File: src/rtl/dmr_stream_join.sv
// dmr_stream_join: joins NUM_IN redundant stream copies into one checked, registered stream.
// Define DMR_STREAM_JOIN_MISMATCH_CNT_EN to enable the saturating mismatch counter.
module dmr_stream_join #(
    parameter type         T        = logic,
    parameter int unsigned NUM_IN   = 2,
    parameter int unsigned MAX_SKEW = 4,
    parameter int unsigned CNT_W    = 8
) (
    input  logic              clk_i,
    input  logic              rst_i,
    input  logic [NUM_IN-1:0] valid_i,
    output logic [NUM_IN-1:0] ready_o,
    input  T     [NUM_IN-1:0] data_i,
    output logic              valid_o,
    input  logic              ready_i,
    output T                  data_o,
    output logic              error_o,
    output logic              repeat_o,
    output logic [CNT_W-1:0]  mismatch_cnt_o
);
    localparam int unsigned SW = $clog2(MAX_SKEW + 1);

    logic          all_v, any_v, eq, out_free, accept, mism, skew, timeout;
    logic          valid_d, valid_q, error_d, error_q;
    T              data_d, data_q;
    logic [SW-1:0] skew_d, skew_q;

    always_comb begin
        all_v = &valid_i;
        any_v = |valid_i;
        eq = 1'b1;
        for (int k = 1; k < NUM_IN; k++) eq = eq & (data_i[k] == data_i[0]);
        out_free = !valid_q | ready_i;
        accept = all_v & eq & out_free;
        mism = all_v & !eq;
        skew = any_v & !all_v;
        timeout = skew && (skew_q == SW'(MAX_SKEW - 1));
        // A timeout drops only the copies that showed up, so the skewed beat is flushed.
        ready_o = rst_i ? '0 : (accept | mism) ? '1 : timeout ? valid_i : '0;
        skew_d = (skew && !timeout) ? skew_q + SW'(1) : '0;
        valid_d = accept ? 1'b1 : ready_i ? 1'b0 : valid_q;
        data_d = accept ? data_i[0] : data_q;
        error_d = mism | timeout;
    end

    always_ff @(posedge clk_i) begin
        if (rst_i) begin
            valid_q <= 1'b0;
            data_q  <= '0;
            error_q <= 1'b0;
            skew_q  <= '0;
        end else begin
            valid_q <= valid_d;
            data_q  <= data_d;
            error_q <= error_d;
            skew_q  <= skew_d;
        end
    end

    assign valid_o  = valid_q;
    assign data_o   = data_q;
    assign error_o  = error_q;
    assign repeat_o = error_q;

`ifdef DMR_STREAM_JOIN_MISMATCH_CNT_EN
    logic [CNT_W-1:0] cnt_d, cnt_q;

    always_comb cnt_d = (error_d && cnt_q != '1) ? cnt_q + CNT_W'(1) : cnt_q;

    always_ff @(posedge clk_i) begin
        if (rst_i) cnt_q <= '0;
        else       cnt_q <= cnt_d;
    end

    assign mismatch_cnt_o = cnt_q;
`else
    assign mismatch_cnt_o = '0;
`endif
endmodule
File: config.mk
export PLATFORM = sky130hd
export DESIGN_NAME = dmr_stream_join
export DESIGN_NICKNAME = d
export VERILOG_FILES = /design/src/rtl/dmr_stream_join.sv
export SDC_FILE = /design/constraint.sdc
export NUM_CORES = 1
export LEC_CHECK = 0
export BUFFER_PORTS_ARGS = -buffer_cell sky130_fd_sc_hd__buf_2
export CELL_PAD_IN_SITES_DETAIL_PLACEMENT = 1
export CELL_PAD_IN_SITES_GLOBAL_PLACEMENT = 1
export CORE_AREA = 2 2 39 41
export CTS_CLUSTER_DIAMETER = 50
export CTS_CLUSTER_SIZE = 24
export DETAILED_ROUTE_END_ITERATION = 8
export DIE_AREA = 0 0 41 43
export PLACE_DENSITY_LB_ADDON = 0.1
export SLEW_MARGIN = 20
export SYNTH_ARGS = -nofsm -noshare
export SYNTH_HDL_FRONTEND = slang
export SYNTH_SLANG_ARGS = --single-unit
File: constraint.sdc
create_clock -name clk_i -period 2.09 [get_ports clk_i]
set_input_delay 0.1045 -clock clk_i [delete_from_list [all_inputs] [get_ports clk_i]]
set_output_delay 0.1045 -clock clk_i [all_outputs]
set_load 0.02 [all_outputs]
# Word level (Yosys, flattened, before mapping)

Cells that the tools add are included.

Input port bits: 7
Bits in registers: 6

$add $sub $neg: 1
Multiplexer cells: 5
Bitwise logic cells: 8
Reductions and logical operators: 10
Equality and inequality tests: 2

Operators by type and width:

| cell                  | count |
|---|---|
| $mux W2               | 3 |
| $and A1 B1 Y1         | 4 |
| $logic_not A1 Y1      | 4 |
| $reduce_or A2 Y1      | 2 |
| $add A3 B1 Y3 const B | 1 |
| $eq A3 B2 Y1 const B  | 1 |
| $or A1 B1 Y1          | 3 |
| $logic_and A1 B1 Y1   | 2 |
| $mux W1               | 2 |
| $reduce_and A2 Y1     | 1 |
| $reduce_bool A2 Y1    | 1 |
| $eq A1 B1 Y1          | 1 |
| $not A1 Y1            | 1 |

# Longest topological paths before layout

Depth in word-level cells: 8
Depth in mapped cells: 5
Gate-level depth less buffers: 5

# Worst setup path after synthesis

OpenSTA, ideal clock, no wires.

Kind: register to output
Start: register skew_q[0]
End: output port ready_o[0]
Buffers on the path: 0
Data arrival time: 1.092 ns
Required time: 1.986 ns
Path slack: 0.893 ns
Stages on the path, launching flop included: 5
Cell sequence: dfxtp_1 ha_1 ha_1 and3_1 a21o_1

Word-level cells in the longest chain between the ends: 5

Ends and longest elaborated chain:

| what                     | line | text |
|---|---|---|
| start: declaration       | 26   | `logic [SW-1:0] skew_d, skew_q;` |
| start signal: assignment | 56   | `skew_q <= skew_d;` |
| $eq A3 B2 Y1             | 37   | `timeout = skew && (skew_q == SW'(MAX_SKEW - 1));` |
| $logic_and A1 B1 Y1      | 37   |  |
| $mux W2 (3 in a row)     | 39   | `ready_o = rst_i ? '0 : (accept \| mism) ? '1 : timeout ? valid_i : '0;` |
| end: declaration         | 12   | `output logic [NUM_IN-1:0] ready_o,` |

Every way passes these cells.

# Worst setup path after layout

Start: register skew_q[0]
End: output port ready_o[1]

The elaborated chain is that of the path after synthesis.

==> flow_metrics.tcl <==
set metrics [dict create \
    crit_path_end_kind "output port" \
    cts_resized 0 \
    place_area_um2 405 \
    power_density_nw_per_um2 653 \
    placed_cells 70 \
    drc 0 \
    cts_buffers 3 \
    antenna_found_initial 0 \
    viasPerCell 4.11 \
    irDropWorstVdd_mv 0.338 \
    async_flop_share_pct 0 \
    synth_cell_type_count 19 \
    htree_levels 1 \
    grtUsageTotal_pct 9.47 \
    yosysWarnings 0 \
    postSynthCellCount 44 \
    wl_per_cell_um 9.53 \
    final_nets 69 \
    fin_skew_ns 0.000298 \
    dr.pass1.iters 2 \
    final_area_um2 428 \
    synth-edff-count 0 \
    ys_top_cells_by_area "dfxtp_1, buf_4, ha_1" \
    routabilityCongestion 0.566 \
    drtIter0Drc 4 \
    fin_crit_ns 1.56 \
    start_kind "flip-flop" \
    ys_seq_area_share_pct 32.8 \
    cts_tree "done" \
    yosysTopAreaCell "dfxtp_1" \
    portBuffers 12 \
    grt_pass1_vias 278 \
    crit_type "flip-flop to output port" \
    dp_hpwl_um 599 \
    synth_top_area_share_pct 32.8 \
    layout-drive-gt1-share_pct 28.1 \
    die_h_um 43 \
    core_area_um2 1380 \
    wirelength_um 696 \
    grt_max_degree 6 \
    fin_util_pct 30.9 \
    hp-class "primary input to flip-flop" \
    synth-seq-cells 6 \
    finalCritPeriodShare_pct 74.9 \
    antenna_left 0 \
    grt_pass1_wl_um 1080 \
    area_growth_syn_to_layout_pct 16.7 \
    instances_no_fill 73 \
    hold_ws_ns 0.0773 \
    synth_top_flop_cell "dfxtp_1" \
    cp_max_fo 3 \
    cp.arrival_ns 1.46 \
    slew_violations 0 \
    vias 300 \
    outcome "completed" \
    clkSinkCount 6 \
    postCtsSetupRepairBufs 0 \
    cts.clk_slew.worst_paths_ns 0.04 \
    dp_slack_ns 0.766 \
    setup_violations 0 \
    die-width_um 41 \
    finalSetupTns_ns 0 \
    cp.required_ns 1.99 \
    power_mw 0.280 \
    antennaDiodeCount 0 \
    floorplan.initialDensity_pct 26.5 \
    leakage_nw 0.234 \
    row_count 14 \
    cts_buffer_depth 2 \
    die-area_um2 1760 \
    max_cap_violations 0 \
    fmax_mhz 639 \
    gr-total-overflow 0 \
    ctsHoldBuffers 0 \
    grt_setup_unrepaired "false" \
    ios 21 \
    clock_latency_ns 0.24 \
    whs_path_depth 2 \
    worstRegToRegCells 5 \
    finalHoldViolations 0 \
    syn_avg_cell_area_um2 8.33 \
    fin_ws_ns 0.525 \
    clockRootBuffer "clkbuf_4" \
    synth_area_um2 367 \
]
[layer usage]
metal | track usage (%) | part of all wire, %
met2 | 13.8 | 51
met3 | 7.85 | 7.6
met5 | 0 | 0
met4 | 2.00 | 0
met1 | 10.4 | 41
[cell families (layout without fill, tap and decap cells)]
logic type               Yosys count  in the layout  share of synthesized area [%]
buffers and inverters             14             20                           23.5
adder cells (fa/ha/maj)            3              3                           10.2
AO/OA/AOI/OAI                      8              8                           15.7
other                              1              8                           1.02
flip-flops                         6              6                           32.8
AND/OR/NAND/NOR                   11             11                           14.3
XOR/XNOR                           1              1                           2.39
[registers in the layout, summed over array words and instances (netlist names)]
name / flops
error_o: 1
valid_o: 1
skew_q: 3
data_o: 1
[layout by cell type (no fill, tap or decap), types with 2 or more instances in the layout]
cell and instances:
ha_1 3, nand2_1 2, o21ai_0 2, a21o_1 2
buf_2 12, clkbuf_4 3, nor2_1 4, dfxtp_1 6
inv_1 5, conb_1 8
[cells in the mapped netlist, drive strengths merged, types with 2 or more instances]
library cell and n:
nand2 2, dfxtp 6, inv 5, nor2 4
ha 3, o21ai 2, buf 9, a21o 2
[layout make-up]
class / count / area, um2
well taps: 16 / 20.0
clock buffers: 3 / 22.5
repair buffers: 12 / 60.1
multi-input cells: 31 / 186
inverters: 5 / 18.8
flip-flops and latches: 6 / 120
fillers: 178 / 956
[critical path, cell delays in order (launching register included)]
cell and delay (ns):
dfxtp_1 0.31, ha_1 0.19, ha_1 0.22, and3_1 0.19, a21o_1 0.17, buf_2 0.15
[report_power, final]
part | switching [mW] | internal [mW]
combinational | 0.0381 | 0.0175
clock | 0.0360 | 0.0645
sequential | 0.00276 | 0.121
[worst paths after layout]
check / to / slack (ns) / startpoint
min reg2reg: skew_q[0]$_SDFF_PP0_ / 0.42 / skew_q[0]$_SDFF_PP0_
min: valid_o$_SDFFE_PP0P_ / 0.08 / rst_i
max: ready_o[1] / 0.53 / skew_q[0]$_SDFF_PP0_
max reg2reg: error_o$_SDFF_PP0_ / 0.97 / skew_q[0]$_SDFF_PP0_
Power figures use the tool's default switching activity.
